[src/rtl/intr_seq_ctrl.sv]
// intr_seq_ctrl: hard/soft interrupt sequencer.
// Latches requests, drains the pipe, then redirects fetch into the shadow context.
module intr_seq_ctrl #(
  parameter int P_WORD_BITS   = 32,
  parameter int P_H_CODE_BITS = 4,
  parameter int P_S_CODE_BITS = 4
) (
  input  logic                     clk,
  input  logic                     rst,
  input  logic                     i_h_intr,
  input  logic [P_H_CODE_BITS-1:0] i_h_intr_code,
  input  logic                     i_s_intr,
  input  logic [P_S_CODE_BITS-1:0] i_s_intr_code,
  input  logic                     i_inst_complete,
  input  logic                     i_fetch_idle,
  input  logic                     i_intr_finish,
  input  logic                     i_mask_write,
  input  logic [1:0]               i_mask_data,
  input  logic                     i_vec_base_write,
  input  logic [P_WORD_BITS-1:0]   i_vec_base_data,
  output logic                     o_intring,
  output logic                     o_intr_jump,
  output logic [P_WORD_BITS-1:0]   o_intr_addr,
  output logic [P_H_CODE_BITS-1:0] o_h_code,
  output logic [P_S_CODE_BITS-1:0] o_s_code,
  output logic [1:0]               o_pending
);

  typedef enum logic [2:0] {
    S_IDLE,
    S_DRAIN,
    S_ENTER,
    S_SERVICE,
    S_EXIT
  } state_t;

  localparam logic [P_WORD_BITS-1:0] SoftOfs = P_WORD_BITS'(64);

  state_t                   state_q, state_d;
  logic [1:0]               pend_q, pend_d;
  logic [P_H_CODE_BITS-1:0] h_pcode_q, h_pcode_d;
  logic [P_S_CODE_BITS-1:0] s_pcode_q, s_pcode_d;
  logic [1:0]               mask_q, mask_d;
  logic [P_WORD_BITS-1:0]   vec_q, vec_d;
  logic                     sel_h_q, sel_h_d;
  logic [P_WORD_BITS-1:0]   addr_q, addr_d;
  logic [P_H_CODE_BITS-1:0] h_code_q, h_code_d;
  logic [P_S_CODE_BITS-1:0] s_code_q, s_code_d;

  logic                     enter_go;
  logic                     clr_h, clr_s;
  logic                     set_h, set_s;
  logic [P_WORD_BITS-1:0]   h_off, s_off;

  // Sequencer next-state
  always_comb begin
    state_d  = state_q;
    enter_go = 1'b0;
    case (state_q)
      S_IDLE:    if (|pend_q) state_d = S_DRAIN;
      S_DRAIN: begin
        if (i_inst_complete || i_fetch_idle) begin
          state_d  = S_ENTER;
          enter_go = 1'b1;
        end
      end
      S_ENTER:   state_d = S_SERVICE;
      S_SERVICE: if (i_intr_finish) state_d = S_EXIT;
      S_EXIT:    state_d = S_IDLE;
      default:   state_d = S_IDLE;
    endcase
  end

  // Pending flags: first code wins, a new request beats the ENTER clear
  always_comb begin
    clr_h     = (state_q == S_ENTER) && sel_h_q;
    clr_s     = (state_q == S_ENTER) && !sel_h_q;
    set_h     = i_h_intr && !mask_q[0] && (!pend_q[0] || clr_h);
    set_s     = i_s_intr && !mask_q[1] && (!pend_q[1] || clr_s);
    pend_d    = {set_s || (pend_q[1] && !clr_s),
                 set_h || (pend_q[0] && !clr_h)};
    h_pcode_d = set_h ? i_h_intr_code : h_pcode_q;
    s_pcode_d = set_s ? i_s_intr_code : s_pcode_q;
    mask_d    = i_mask_write ? i_mask_data : mask_q;
    vec_d     = i_vec_base_write ? i_vec_base_data : vec_q;
  end

  // Entry registers: class select, handler address and active codes
  always_comb begin
    sel_h_d  = sel_h_q;
    addr_d   = addr_q;
    h_code_d = h_code_q;
    s_code_d = s_code_q;
    h_off    = P_WORD_BITS'(h_pcode_q) << 2;
    s_off    = P_WORD_BITS'(s_pcode_q) << 2;
    if (enter_go) begin
      sel_h_d = pend_q[0];
      if (pend_q[0]) begin
        addr_d   = vec_q + h_off;
        h_code_d = h_pcode_q;
        s_code_d = '0;
      end else begin
        addr_d   = vec_q + SoftOfs + s_off;
        h_code_d = '0;
        s_code_d = s_pcode_q;
      end
    end
    if ((state_q == S_SERVICE) && i_intr_finish) begin
      h_code_d = '0;
      s_code_d = '0;
    end
  end

  // State and register update with synchronous reset
  always_ff @(posedge clk) begin
    if (rst) begin
      state_q   <= S_IDLE;
      pend_q    <= '0;
      h_pcode_q <= '0;
      s_pcode_q <= '0;
      mask_q    <= '0;
      vec_q     <= '0;
      sel_h_q   <= 1'b0;
      addr_q    <= '0;
      h_code_q  <= '0;
      s_code_q  <= '0;
    end else begin
      state_q   <= state_d;
      pend_q    <= pend_d;
      h_pcode_q <= h_pcode_d;
      s_pcode_q <= s_pcode_d;
      mask_q    <= mask_d;
      vec_q     <= vec_d;
      sel_h_q   <= sel_h_d;
      addr_q    <= addr_d;
      h_code_q  <= h_code_d;
      s_code_q  <= s_code_d;
    end
  end

  assign o_intr_jump = (state_q == S_ENTER);
  assign o_intring   = (state_q == S_ENTER) || (state_q == S_SERVICE);
  assign o_intr_addr = addr_q;
  assign o_h_code    = h_code_q;
  assign o_s_code    = s_code_q;
  assign o_pending   = pend_q;

endmodule

[config.mk]
export PLATFORM = sky130hd
export DESIGN_NAME = intr_seq_ctrl
export DESIGN_NICKNAME = d
export VERILOG_FILES = /design/src/rtl/intr_seq_ctrl.sv
export SDC_FILE = /design/constraint.sdc
export NUM_CORES = 1
export LEC_CHECK = 0
export ABC_CLOCK_PERIOD_IN_PS = 6000
export BUFFER_PORTS_ARGS = -buffer_cell sky130_fd_sc_hd__clkbuf_2
export CAP_MARGIN = 10
export CELL_PAD_IN_SITES_DETAIL_PLACEMENT = 0
export CELL_PAD_IN_SITES_GLOBAL_PLACEMENT = 1
export CORE_UTILIZATION = 43
export CTS_CLUSTER_SIZE = 20
export DETAILED_ROUTE_END_ITERATION = 7
export PLACE_DENSITY_LB_ADDON = 0.1
export SLEW_MARGIN = 10
export SYNTH_ARGS = -nofsm -noshare
export SYNTH_HDL_FRONTEND = slang
export SYNTH_SLANG_ARGS = --single-unit
[constraint.sdc]
create_clock -name clk -period 6 [get_ports clk]
set_input_delay 0 -clock clk [delete_from_list [all_inputs] [get_ports clk]]
set_output_delay 0 -clock clk [all_outputs]
set_load 0.01 [all_outputs]
# Yosys cells after proc, flatten, opt, wreduce, memory -nomap -nowiden
# Index checks and enable logic that the tools add are counted.
dict set report word_totals {
  output_inout_bits 44
  in_bits 51
  wordCells 54
  register_bits 88
}
dict set report classes {
  mux 9
  eq_ne 6
  n_reduce_logical 26
  addsub 3
}
# cell count
set ops {}
lappend ops {{$add A32 B6 Y32} 2}
lappend ops {{$add A32 B7 Y32 const B} 1}
lappend ops {{$mux W32} 1}
lappend ops {{$pmux W3 S4} 1}
lappend ops {{$logic_and A1 B1 Y1} 9}
lappend ops {{$mux W3} 3}
lappend ops {{$mux W4} 2}
lappend ops {{$logic_not A1 Y1} 7}
lappend ops {{$eq A3 B2 Y1 const B} 2}
lappend ops {{$logic_or A1 B1 Y1} 6}
lappend ops {{$ne A2 B2 Y1 const B} 3}
lappend ops {{$reduce_or A2 Y1} 2}
lappend ops {{$eq A3 B1 Y1 const B} 1}
lappend ops {{$logic_not A3 Y1} 1}
lappend ops {{$reduce_and A3 Y1} 1}
lappend ops {{$mux W1} 2}

# Longest topological paths before layout
# Gate-level depths: netlist of run 1.
dict set report logic_depth {
  ltp_word 5
  ltp_mapped 8
  mapped_depth_nobuf 7
}

# Worst setup path after synthesis of run 1
# Ideal clock, no wire load.
dict set report synth_timing {
  path_type {reg2reg}
  start {reg h_pcode_q[0]}
  end {reg addr_q[16] (netlist: o_intr_addr[16])}
  path_stages_with_launch 9
  arrival_time_ps 2101
  slack_ps 3808
  n_path_buf 1
  setup_ps 91
  required_time_ps 5909
  period_less_slack_ps 2192
  cell_sequence {dfxtp_1 -> ha_1 -> fa_1 -> a21o_1 -> a21oi_1 -> o22a_1 -> clkbuf_1 -> o21ai_0 -> a311oi_1}
}
dict set report synth_via {
  elab_chain_len 2
}
# element line_no
set synth_rtl {}
lappend synth_rtl {{start, declared} 41} ;# logic [P_H_CODE_BITS-1:0] h_pcode_q, h_pcode_d;
lappend synth_rtl {{start signal, assigned} 130} ;# h_pcode_q <= h_pcode_d;
lappend synth_rtl {{$add A32 B6 Y32} 99} ;# addr_d = vec_q + h_off;
lappend synth_rtl {{$mux W32} 98} ;# if (pend_q[0]) begin
lappend synth_rtl {{end signal, assigned} 135} ;# addr_q <= addr_d;
lappend synth_rtl {{end, declared} 46} ;# logic [P_WORD_BITS-1:0] addr_q, addr_d;
# No other way between the ends.
# A chain may end at the register's enable or synchronous reset.

# Worst setup path in the final report of run 1
dict set report layout_timing {
  start {reg vec_q[3]}
  end {reg addr_q[23] (netlist: o_intr_addr[23])}
}
dict set report layout_via {
  elab_chain_len 3
  word_cells_on_any_way 4
  cone_classes {add/sub (3); mux (1)}
}
# element line_no
set layout_rtl {}
lappend layout_rtl {{start, declared} 44} ;# logic [P_WORD_BITS-1:0] vec_q, vec_d;
lappend layout_rtl {{start signal, assigned} 133} ;# vec_q <= vec_d;
lappend layout_rtl {{$add A32 B7 Y32} 103} ;# addr_d = vec_q + SoftOfs + s_off;
lappend layout_rtl {{$add A32 B6 Y32} 103}
lappend layout_rtl {{$mux W32 (*)} 98}
# Every way passes the cells marked *; elsewhere a longest branch is shown, timed or not.

==> results of run 1 <==
[state kept, by name, summed over array words and instances, names as in the netlist]
signal / count
o_intr_addr: 32
o_s_code: 4
s_pcode_q: 4
state_q: 3
sel_h_q: 1
o_h_code: 4
o_pending: 2
h_pcode_q: 4
vec_q: 32
mask_q: 2
[metal layers]
metal | routed length, um | part of all wire
met1 | 4810 | 0.48
met2 | 4670 | 0.46
met3 | 469 | 0.046
met4 | 157 | 0.016
met5 | 0 | 0
[cell families after synthesis]
logic type | Yosys count
AO/OA/AOI/OAI | 90
flip-flops | 88
adder cells (fa/ha/maj) | 10
multiplexers | 44
buffers and inverters | 34
XOR/XNOR | 6
AND/OR/NAND/NOR | 178
[tightest hold or removal path: cells and delay by family]
| kind | cells | cell delay [ps] |
|---|---|---|
| simple gates | 1 | 60 |
| compound gates | 2 | 380 |
| buf+inv | 1 | 70 |
[area by class of cell]
cell class	count	area, um2	area share
Multi-Input combinational cell	328	2120	0.408
Sequential cell	88	1760	0.339
Timing Repair Buffer	143	956	0.184
Clock buffer	11	151	0.0291
Tap cell	108	135	0.0260
Clock inverter	5	62.6	0.0120
Inverter	4	15.0	0.00289
[stage by stage]
stage	cells	setup slack, ps	hold WS, ps
after global placement	624	3500	234
after detailed placement	624	3400	243
after global routing	687	3090	244
after floorplan	450	3810	147
final	687	3330	209
after CTS	687	3360	192
[timing repair]
item                      in CTS  in global routing
resized for setup              0                  0
hold endpoints to repair      45                  0
hold buffers                  47                  0
[placed cells by master, fill, tap and decap left out, types with 3 or more instances in the layout]
cell | netlist | layout
and3_1 | 3 | 3
nor4_1 | 7 | 7
o31ai_1 | 8 | 8
nand4_1 | 4 | 4
and4_1 | 5 | 5
nand3_1 | 11 | 11
ha_1 | 8 | 8
nand2b_1 | 4 | 4
inv_1 | 4 | 4
nor3_1 | 7 | 6
a21oi_1 | 18 | 18
o21bai_1 | 5 | 5
or3_1 | 9 | 9
nor2_1 | 80 | 80
dfxtp_1 | 88 | 88
nor3b_1 | 5 | 5
mux2i_1 | 44 | 44
nand2_1 | 28 | 28
a311oi_1 | 13 | 13
a211oi_1 | 16 | 16
dlygate4sd3_1 | 0 | 47
a21o_1 | 4 | 4
xor2_1 | 4 | 4
o21ai_0 | 13 | 13
or4_1 | 8 | 8
clkbuf_8 | 0 | 11
clkbuf_2 | 0 | 94
a31oi_1 | 3 | 3
[worst max path at each step]
stage	cells past startpoint	slack, ps	from	end
final	6	3330	vec_q[3]	o_intr_addr[23]
after CTS	6	3360	vec_q[3]	o_intr_addr[23]
after global placement	6	3500	vec_q[3]	o_intr_addr[23]
after global routing	6	3090	vec_q[3]	o_intr_addr[23]
after detailed placement	6	3400	vec_q[3]	o_intr_addr[23]
after floorplan	8	3810	h_pcode_q[0]	o_intr_addr[16]
[power by group through the flow]
stage                     logic [W]  clock network, W  registers, W
after floorplan            0.000151                 0      0.000699
final                      0.000269          0.000434      0.000686
after global placement     0.000242                 0      0.000698
after global routing       0.000299          0.000473      0.000695
after detailed placement   0.000245                 0      0.000699
after CTS                  0.000270          0.000447      0.000686
==> impl_metrics.env, run 1 <==
export IMPL_grt_max_degree=82
export IMPL_synth_edff_count=0
export IMPL_cp_required_ps=6260
export IMPL_rrSetupSlack_ps=3330
export IMPL_synth_area_top_cells="dfxtp_1 44%, mux2i_1 11%, nor2_1 7.5%, a211oi_1 3.0%, a311oi_1 2.8%"
export IMPL_cap_violations=0
export IMPL_critPathBufInv=0
export IMPL_diodes=0
export IMPL_nets=635
export IMPL_place_area_um2=4520
export IMPL_worstHoldEndpoint="state_q[0]"
export IMPL_r2r_end="o_intr_addr[23]"
export IMPL_dpl_hpwl_um=6710
export IMPL_synth_top_family_by_area="simple AND/OR/NAND/NOR gates"
export IMPL_p_per_area_nw_per_um2=267
export IMPL_gp_congestion=0.810
export IMPL_antenna_found_initial=0
export IMPL_die_h_um=98.5
export IMPL_grt_use_met3=0.0348
export IMPL_rsz0062_at_grt="false"
export IMPL_cts_inserted_buffers=9
export IMPL_die_area_um2=9710
export IMPL_num_vias=3689
export IMPL_yosys_area_share_adder=0.0350
export IMPL_grt_pass1_wl_um=16600
export IMPL_syn_avg_cell_area_um2=8.91
export IMPL_cts_root_buffer="clkbuf_8"
export IMPL_netlist_area_um2=4010
export IMPL_min_period_ps=2670
export IMPL_vias_per_cell=5.37
export IMPL_path_cells="ha_1 -> a211oi_1 -> o21ai_0 -> nand3_1 -> or4b_2 -> a311oi_1"
export IMPL_synthFlopType="dfxtp_1"
export IMPL_clock_latency_ps=360
export IMPL_drt_iter0_markers=107
export IMPL_hold_viol_final=0
export IMPL_grt_busiest_layer="met2"
export IMPL_grt_total_usage=0.214
export IMPL_yosysMostFrequentCell="dfxtp_1"
export IMPL_synth_top_area_cell="dfxtp_1"
export IMPL_clock_power_share=0.313
export IMPL_ios=95
export IMPL_max_freq_mhz=374
export IMPL_ys_warn_count=0
export IMPL_cpMaxStageDelayCell="or4b_2"
export IMPL_combPwrFrac=0.194
export IMPL_routed_wl_um=10100
export IMPL_crit_path_max_incr_delay_ps=740
export IMPL_layout_drive_gt1_share=0.200
export IMPL_use_met2=0.350
export IMPL_slew_viol_final=0
export IMPL_switching_share=0.295
export IMPL_synth_mux_area_frac=0.110
export IMPL_gr_total_overflow=0
export IMPL_core_um2=8890
export IMPL_fp_dieW_um=98.5
export IMPL_clockBufferDepth=2
export IMPL_start_util=0.451
export IMPL_r2r_cells=6
export IMPL_cp_start_kind="register"
export IMPL_fin_crit_sh=0.446
export IMPL_yosys_area_share_simple=0.215
export IMPL_met1_usage=0.284
export IMPL_stdcell_area_um2=5200
export IMPL_synth_compound_area_frac=0.155
export IMPL_synth_top_cell_area_share=0.440
export IMPL_hold_path_depth=4
export IMPL_cp_max_fo=14
export IMPL_critical_path_class="reg2reg"
export IMPL_yosysSeqAreaShare=0.440
export IMPL_setup_violations=0
export IMPL_grt_pass1_vias=3500
export IMPL_min_from="i_inst_complete"
export IMPL_ir_worst_vdd_mv=0.113
export IMPL_layout_area_overhead_vs_synth_pct=29.8
export IMPL_maxSlewHeadroom=0.240
export IMPL_setup_tns_ps=0
export IMPL_firstDrtPassIters=6
export IMPL_n_fill_cell=832
export IMPL_worstPathArrival_ps=2930
export IMPL_rows=34
export IMPL_ys_async_sr_fraction=0
export IMPL_leakage_nw=2.20
export IMPL_timing_rr_start="vec_q[3]"
export IMPL_synth_nets=511
export IMPL_h_tree_depth=3
export IMPL_p_sw_w=0.000410
export IMPL_clk_pin_slew_ps=90
export IMPL_port_buffers=94
export IMPL_fin_util=0.585
export IMPL_p_seq_frac=0.494
export IMPL_clock_skew_ps=10.6
export IMPL_cp_end_kind="register"
export IMPL_cts_tree="yes"
export IMPL_worst_slew_pin_slew_ps=1140
export IMPL_netlist_top_cells_count="88 x dfxtp_1, 80 x nor2_1, 44 x mux2i_1"
export IMPL_wl_per_cell_um=14.7
export IMPL_p_total_w=0.00139
export IMPL_clkSinkCount=88
export IMPL_synthXorXnorAreaFrac=0.0131
export IMPL_status="finished, violations left"
export IMPL_antenna_left=0
export IMPL_yosysUniqueCellTypes=44
export IMPL_hp_class="in2reg"
export IMPL_drc=7
export IMPL_ys_ff_latch=88
export IMPL_cts_setup_buffers=0
export IMPL_cpLargestDelayFamily="simple AND/OR/NAND/NOR gates"
export IMPL_synth_cells=450
export IMPL_violations="DRC"
export IMPL_internal_power_w=0.000979
No activity file was read; power rests on OpenSTA's default activity.
==> inputs of run 2 (changes only) <==
- ABC_AREA: not set -> 1
- ABC_CLOCK_PERIOD_IN_PS: 6000 -> 2500
- CORE_UTILIZATION: 43 -> 38
- clock period: 6 -> 2.5 ns (I/O delays scaled with it)
==> run 2 against run 1 <==
The flow now finishes without violations. Global-route usage grew 0.32 points. Synthesized area increased by 12%. Die area increased by 26%. Largest power group unchanged. Highest routed layer unchanged.
==> impl_metrics.env, run 2 <==
export IMPL_status="completed"
export IMPL_rows=39
export IMPL_max_freq_mhz=493
export IMPL_cpLargestDelayFamily="simple AND/OR/NAND/NOR gates"
export IMPL_hold_viol_final=0
export IMPL_netlist_top_cells_count="139 x nand2_1, 88 x dfxtp_1, 69 x inv_1"
export IMPL_timing_rr_start="vec_q[2]"
export IMPL_grt_pass1_wl_um=21200
export IMPL_die_area_um2=12200
export IMPL_leakage_nw=2.74
export IMPL_diodes=0
export IMPL_clockBufferDepth=2
export IMPL_start_util=0.391
export IMPL_maxSlewHeadroom=0.603
export IMPL_layout_commonest_cell="nand2_1"
export IMPL_ys_warn_count=0
export IMPL_die_h_um=111
export IMPL_fin_crit_sh=0.812
export IMPL_synth_edff_count=0
export IMPL_yosysMostFrequentCell="nand2_1"
export IMPL_critical_path_class="reg2reg"
export IMPL_cap_violations=0
export IMPL_synth_area_top_cells="dfxtp_1 39%, nand2_1 12%, o21ai_0 7.5%, nand3_1 6.6%, a21oi_1 5.9%"
export IMPL_core_um2=11500
export IMPL_critPathBufInv=1
export IMPL_switching_share=0.286
export IMPL_fp_dieW_um=111
export IMPL_antenna_found_initial=0
export IMPL_worstPathArrival_ps=2290
export IMPL_grt_total_usage=0.217
export IMPL_wl_per_cell_um=13.8
export IMPL_layout_drive_gt1_share=0.176
export IMPL_clkSinkCount=88
export IMPL_clock_power_share=0.391
export IMPL_ir_worst_vdd_mv=0.413
export IMPL_cts_setup_buffers=0
export IMPL_final_cell_mix="139 x nand2_1, 94 x clkbuf_2, 88 x dfxtp_1, 68 x inv_1, 68 x nor2_1"
export IMPL_synth_top_cell_area_share=0.393
export IMPL_setup_violations=0
export IMPL_p_per_area_nw_per_um2=680
export IMPL_port_buffers=94
export IMPL_combPwrFrac=0.192
export IMPL_clock_latency_ps=350
export IMPL_cts_tree="yes"
export IMPL_ys_async_sr_fraction=0
export IMPL_cp_required_ps=2760
export IMPL_path_cells="ha_1 -> fa_1 -> nand3_1 -> nand2_1 -> nand2_1 -> o21ai_2 -> nand3_1 -> nand2_1 -> nand3_1 -> nand2_1 -> inv_1"
export IMPL_crit_top_cell="nand2_1"
export IMPL_gr_total_overflow=0
export IMPL_layout_area_overhead_vs_synth_pct=30.8
export IMPL_internal_power_w=0.00284
export IMPL_crit_path_max_incr_delay_ps=480
export IMPL_netlist_area_um2=4480
export IMPL_antenna_left=0
export IMPL_drt_iter0_markers=249
export IMPL_setup_tns_ps=0
export IMPL_h_tree_depth=3
export IMPL_p_seq_frac=0.417
export IMPL_synth_nets=715
export IMPL_yosysSeqAreaShare=0.393
export IMPL_cts_root_buffer="clkbuf_16"
export IMPL_clock_skew_ps=9.77
export IMPL_clk_pin_slew_ps=60
export IMPL_cpMaxStageDelayCell="o21ai_2"
export IMPL_grt_max_degree=71
export IMPL_cp_max_fo=11
export IMPL_slew_viol_final=0
export IMPL_rrSetupSlack_ps=470
export IMPL_drc=0
export IMPL_vias_per_cell=4.86
export IMPL_grt_pass1_vias=4244
export IMPL_synth_top_area_cell="dfxtp_1"
export IMPL_cp_start_kind="register"
export IMPL_p_sw_w=0.00114
export IMPL_nets=844
export IMPL_syn_avg_cell_area_um2=6.85
export IMPL_cts_resized_gates=0
export IMPL_firstDrtPassIters=4
export IMPL_hp_class="in2reg"
export IMPL_ys_ff_latch=88
export IMPL_place_area_um2=5060
export IMPL_min_period_ps=2030
export IMPL_cp_startpoint="vec_q[2]"
export IMPL_dpl_hpwl_um=9100
export IMPL_worst_slew_pin_slew_ps=595
export IMPL_cp_end_kind="register"
export IMPL_postCtsHoldBufs=46
export IMPL_rsz0062_at_grt="false"
export IMPL_min_from="i_vec_base_data[21]"
export IMPL_yosysUniqueCellTypes=36
export IMPL_gp_congestion=0.863
export IMPL_num_vias=4526
export IMPL_cts_inserted_buffers=9
export IMPL_synth_cells=654
export IMPL_stdcell_area_um2=5860
export IMPL_synthFlopType="dfxtp_1"
export IMPL_routed_wl_um=12800
export IMPL_ios=95
-- run 2: kinds of logic (layout without fill, tap and decap cells) --
kind of cell,Yosys count,after routing,share of synthesized area
fa+ha+maj,10,10,0.0313
compound gates,146,146,0.178
xor+xnor,5,5,0.00978
flops,88,88,0.393
simple gates,303,303,0.295
buf+inv,102,236,0.0930
-- run 2: routing by layer --
| metal | track usage | vias up | wire length (um) |
|---|---|---|---|
| li1 | - | 2391 | - |
| met1 | 0.315 | 2022 | 6700 |
| met2 | 0.318 | 100 | 5250 |
| met3 | 0.0335 | 13 | 675 |
| met4 | 0.0933 | 0 | 195 |
| met5 | 0 | - | 0 |
-- run 2: final timing paths --
| kind | endpoint | cells after the start |
|---|---|---|
| worst max register to register | o_intr_addr[28] | 11 |
| worst min-delay path | vec_q[21] | 3 |
| worst min register to register | o_h_code[0] | 2 |
| worst max-delay path | o_intr_addr[28] | 11 |
-- run 2: stage by stage --
stage,worst slack [ps],total power [W],hold slack [ps],instances,utilization
3_3_place_gp,531,0.00239,226,869,0.441
2_1_floorplan,808,0.00213,69.1,654,-
6_report,470,0.00398,2.93,931,0.511
5_1_grt,203,0.00418,53.3,931,0.511
4_1_cts,474,0.00401,0.421,931,0.511
3_5_place_dp,480,0.00240,234,869,0.441
-- run 2: power groups by stage --
stage               Clock [W]  Sequential, W  Combinational, W
floorplan                   0        0.00170          0.000433
global placement            0        0.00169          0.000701
detailed placement          0        0.00169          0.000710
CTS                   0.00158        0.00166          0.000770
global route          0.00164        0.00168          0.000867
finish                0.00156        0.00166          0.000764
-- run 2: layout make-up --
cell class / instances / area [um2]
multi-input cells: 464 / 2300
inverters: 74 / 278
flip-flops and latches: 88 / 1760
fillers: 1177 / 5610
well taps: 143 / 179
repair buffers: 146 / 1000
clock inverters: 6 / 108
clock buffers: 10 / 229
-- run 2: worst register-to-register path: cells and delay by family (launching register included) --
family / cells / cell delay (ps)
AO/OA/AOI/OAI: 1 / 480
flip-flops: 1 / 380
adder cells (fa/ha/maj): 2 / 430
AND/OR/NAND/NOR: 7 / 620
buffers and inverters: 1 / 30
==> inputs of run 3 (changes only) <==
- ABC_AREA: 1 -> 0
- ABC_CLOCK_PERIOD_IN_PS: 2500 -> 2000
- CORE_UTILIZATION: 38 -> 40
- clock period: 2.5 -> 2 ns (I/O delays scaled with it)
==> run 3 against run 2 <==
The run now ends with setup timing left. Hold slack improved by 210 ps. Non-clock buffer count increased by 58. Via count decreased by 11%. Highest routed layer unchanged.
==> impl_metrics.env, run 3 (same netlist as run 1, synthesis figures left out) <==
export IMPL_clock_skew_ps=15.7
export IMPL_p_per_area_nw_per_um2=742
export IMPL_clockBufferDepth=2
export IMPL_clock_latency_ps=370
export IMPL_start_util=0.412
export IMPL_min_period_ps=2120
export IMPL_grt_pass1_vias=3709
export IMPL_cp_required_ps=2290
export IMPL_gp_congestion=0.762
export IMPL_core_um2=9730
export IMPL_leakage_nw=2.55
export IMPL_cp_start_kind="register"
export IMPL_clk_pin_slew_ps=100
export IMPL_vias_per_cell=5.20
export IMPL_nets=699
export IMPL_ir_worst_vdd_mv=0.395
export IMPL_die_area_um2=10400
export IMPL_cts_root_buffer="clkbuf_8"
export IMPL_cp_max_fo=6
export IMPL_slew_viol_final=0
export IMPL_drc=0
export IMPL_port_buffers=94
export IMPL_layout_commonest_cell="clkbuf_2"
export IMPL_routed_wl_um=11900
export IMPL_cts_tree="yes"
export IMPL_rsz0062_at_grt="true"
export IMPL_dpl_hpwl_um=7220
export IMPL_cap_violations=0
export IMPL_grt_max_degree=75
export IMPL_layout_drive_gt1_share=0.347
export IMPL_worst_slack_ps=-123
export IMPL_antenna_left=0
export IMPL_fin_crit_sh=1.06
export IMPL_hp_class="in2reg"
export IMPL_setup_violations=14
export IMPL_hold_path_depth=5
export IMPL_rows=36
export IMPL_ios=95
export IMPL_clkSinkCount=88
export IMPL_max_freq_mhz=471
export IMPL_wl_per_cell_um=15.3
export IMPL_worstPathArrival_ps=2410
export IMPL_pre_cts_slack_ps=-225
export IMPL_grt_pass1_wl_um=18200
export IMPL_cp_end_kind="register"
export IMPL_maxSlewHeadroom=0.588
export IMPL_fin_cells=776
export IMPL_worst_slew_pin_slew_ps=618
export IMPL_final_cell_mix="94 x clkbuf_2, 80 x nor2_1, 74 x dfxtp_1, 52 x dlygate4sd3_1, 51 x buf_4"
export IMPL_antenna_found_initial=0
export IMPL_drt_iter0_markers=127
export IMPL_diodes=0
export IMPL_h_tree_depth=3
export IMPL_status="finished, violations left"
export IMPL_timing_hold_ws_ps=217
export IMPL_num_vias=4038
export IMPL_r2r_cells=7
export IMPL_dp_cells=695
export IMPL_gr_total_overflow=0
export IMPL_fp_dieW_um=102
export IMPL_layout_area_overhead_vs_synth_pct=51.9
export IMPL_die_h_um=102
export IMPL_firstDrtPassIters=6
export IMPL_critical_path_class="reg2reg"
export IMPL_hold_viol_final=0
export IMPL_grt_total_usage=0.227
export IMPL_violations="setup timing"
export IMPL_cts_inserted_buffers=9
==> run 3: what timing repair did <==
action                                  4_1_cts  5_1_grt
pin swaps                                    15       27
hold buffers                                 52        0
endpoints found under the setup margin       21       24
resized for setup                            33       30
endpoints found under the hold margin        47        0
gates cloned                                  3        1
buffers inserted                              7        2
==> run 3: worst max-delay path: stages (launching register included) <==
cell and delay [ps]:
dfxtp_4 380, ha_4 160, fa_2 360, a21o_1 220, a21oi_4 310, o22a_4 260, o21ai_0 110, a311oi_1 250
==> run 3: worst paths after layout <==
check / from / end / slack, ps
worst max register to register: vec_q[2] / o_intr_addr[24] / -120
worst min register to register: o_h_code[0] / o_h_code[0] / 460
worst min-delay path: i_inst_complete / state_q[0] / 220
worst max-delay path: vec_q[2] / o_intr_addr[24] / -120
==> run 3: power breakdown <==
group          total, W  switching (W)  internal, W
registers       0.00204       0.000130      0.00191
clock network   0.00142       0.000707     0.000717
logic           0.00105       0.000533     0.000514
total           0.00451        0.00137      0.00314
==> run 3: layout make-up <==
cell class,instances,area [um2]
fillers,885,3640
clock buffers,9,124
inverters,4,15.0
clock inverters,7,103
flip-flops and latches,88,1790
well taps,133,166
repair buffers,204,1470
multi-input cells,331,2420
==> run 3: metal layers <==
metal	track usage	vias up	wire, um
met5	0	-	0
met4	0.0725	0	152
met3	0.0390	13	448
met2	0.398	83	5800
met1	0.282	1913	5500
li1	-	2029	-
==> run 3: per-stage QoR <==
step | util | instance area [um2] | total power, W | TNS, ps
after floorplan | - | 4060 | 0.00257 | 0
after global placement | 0.510 | 4960 | 0.00293 | -1820
after detailed placement | 0.510 | 4960 | 0.00294 | -2650
after CTS | 0.612 | 5950 | 0.00449 | -658
after global routing | 0.626 | 6090 | 0.00474 | -2380
final | 0.626 | 6090 | 0.00451 | -1090
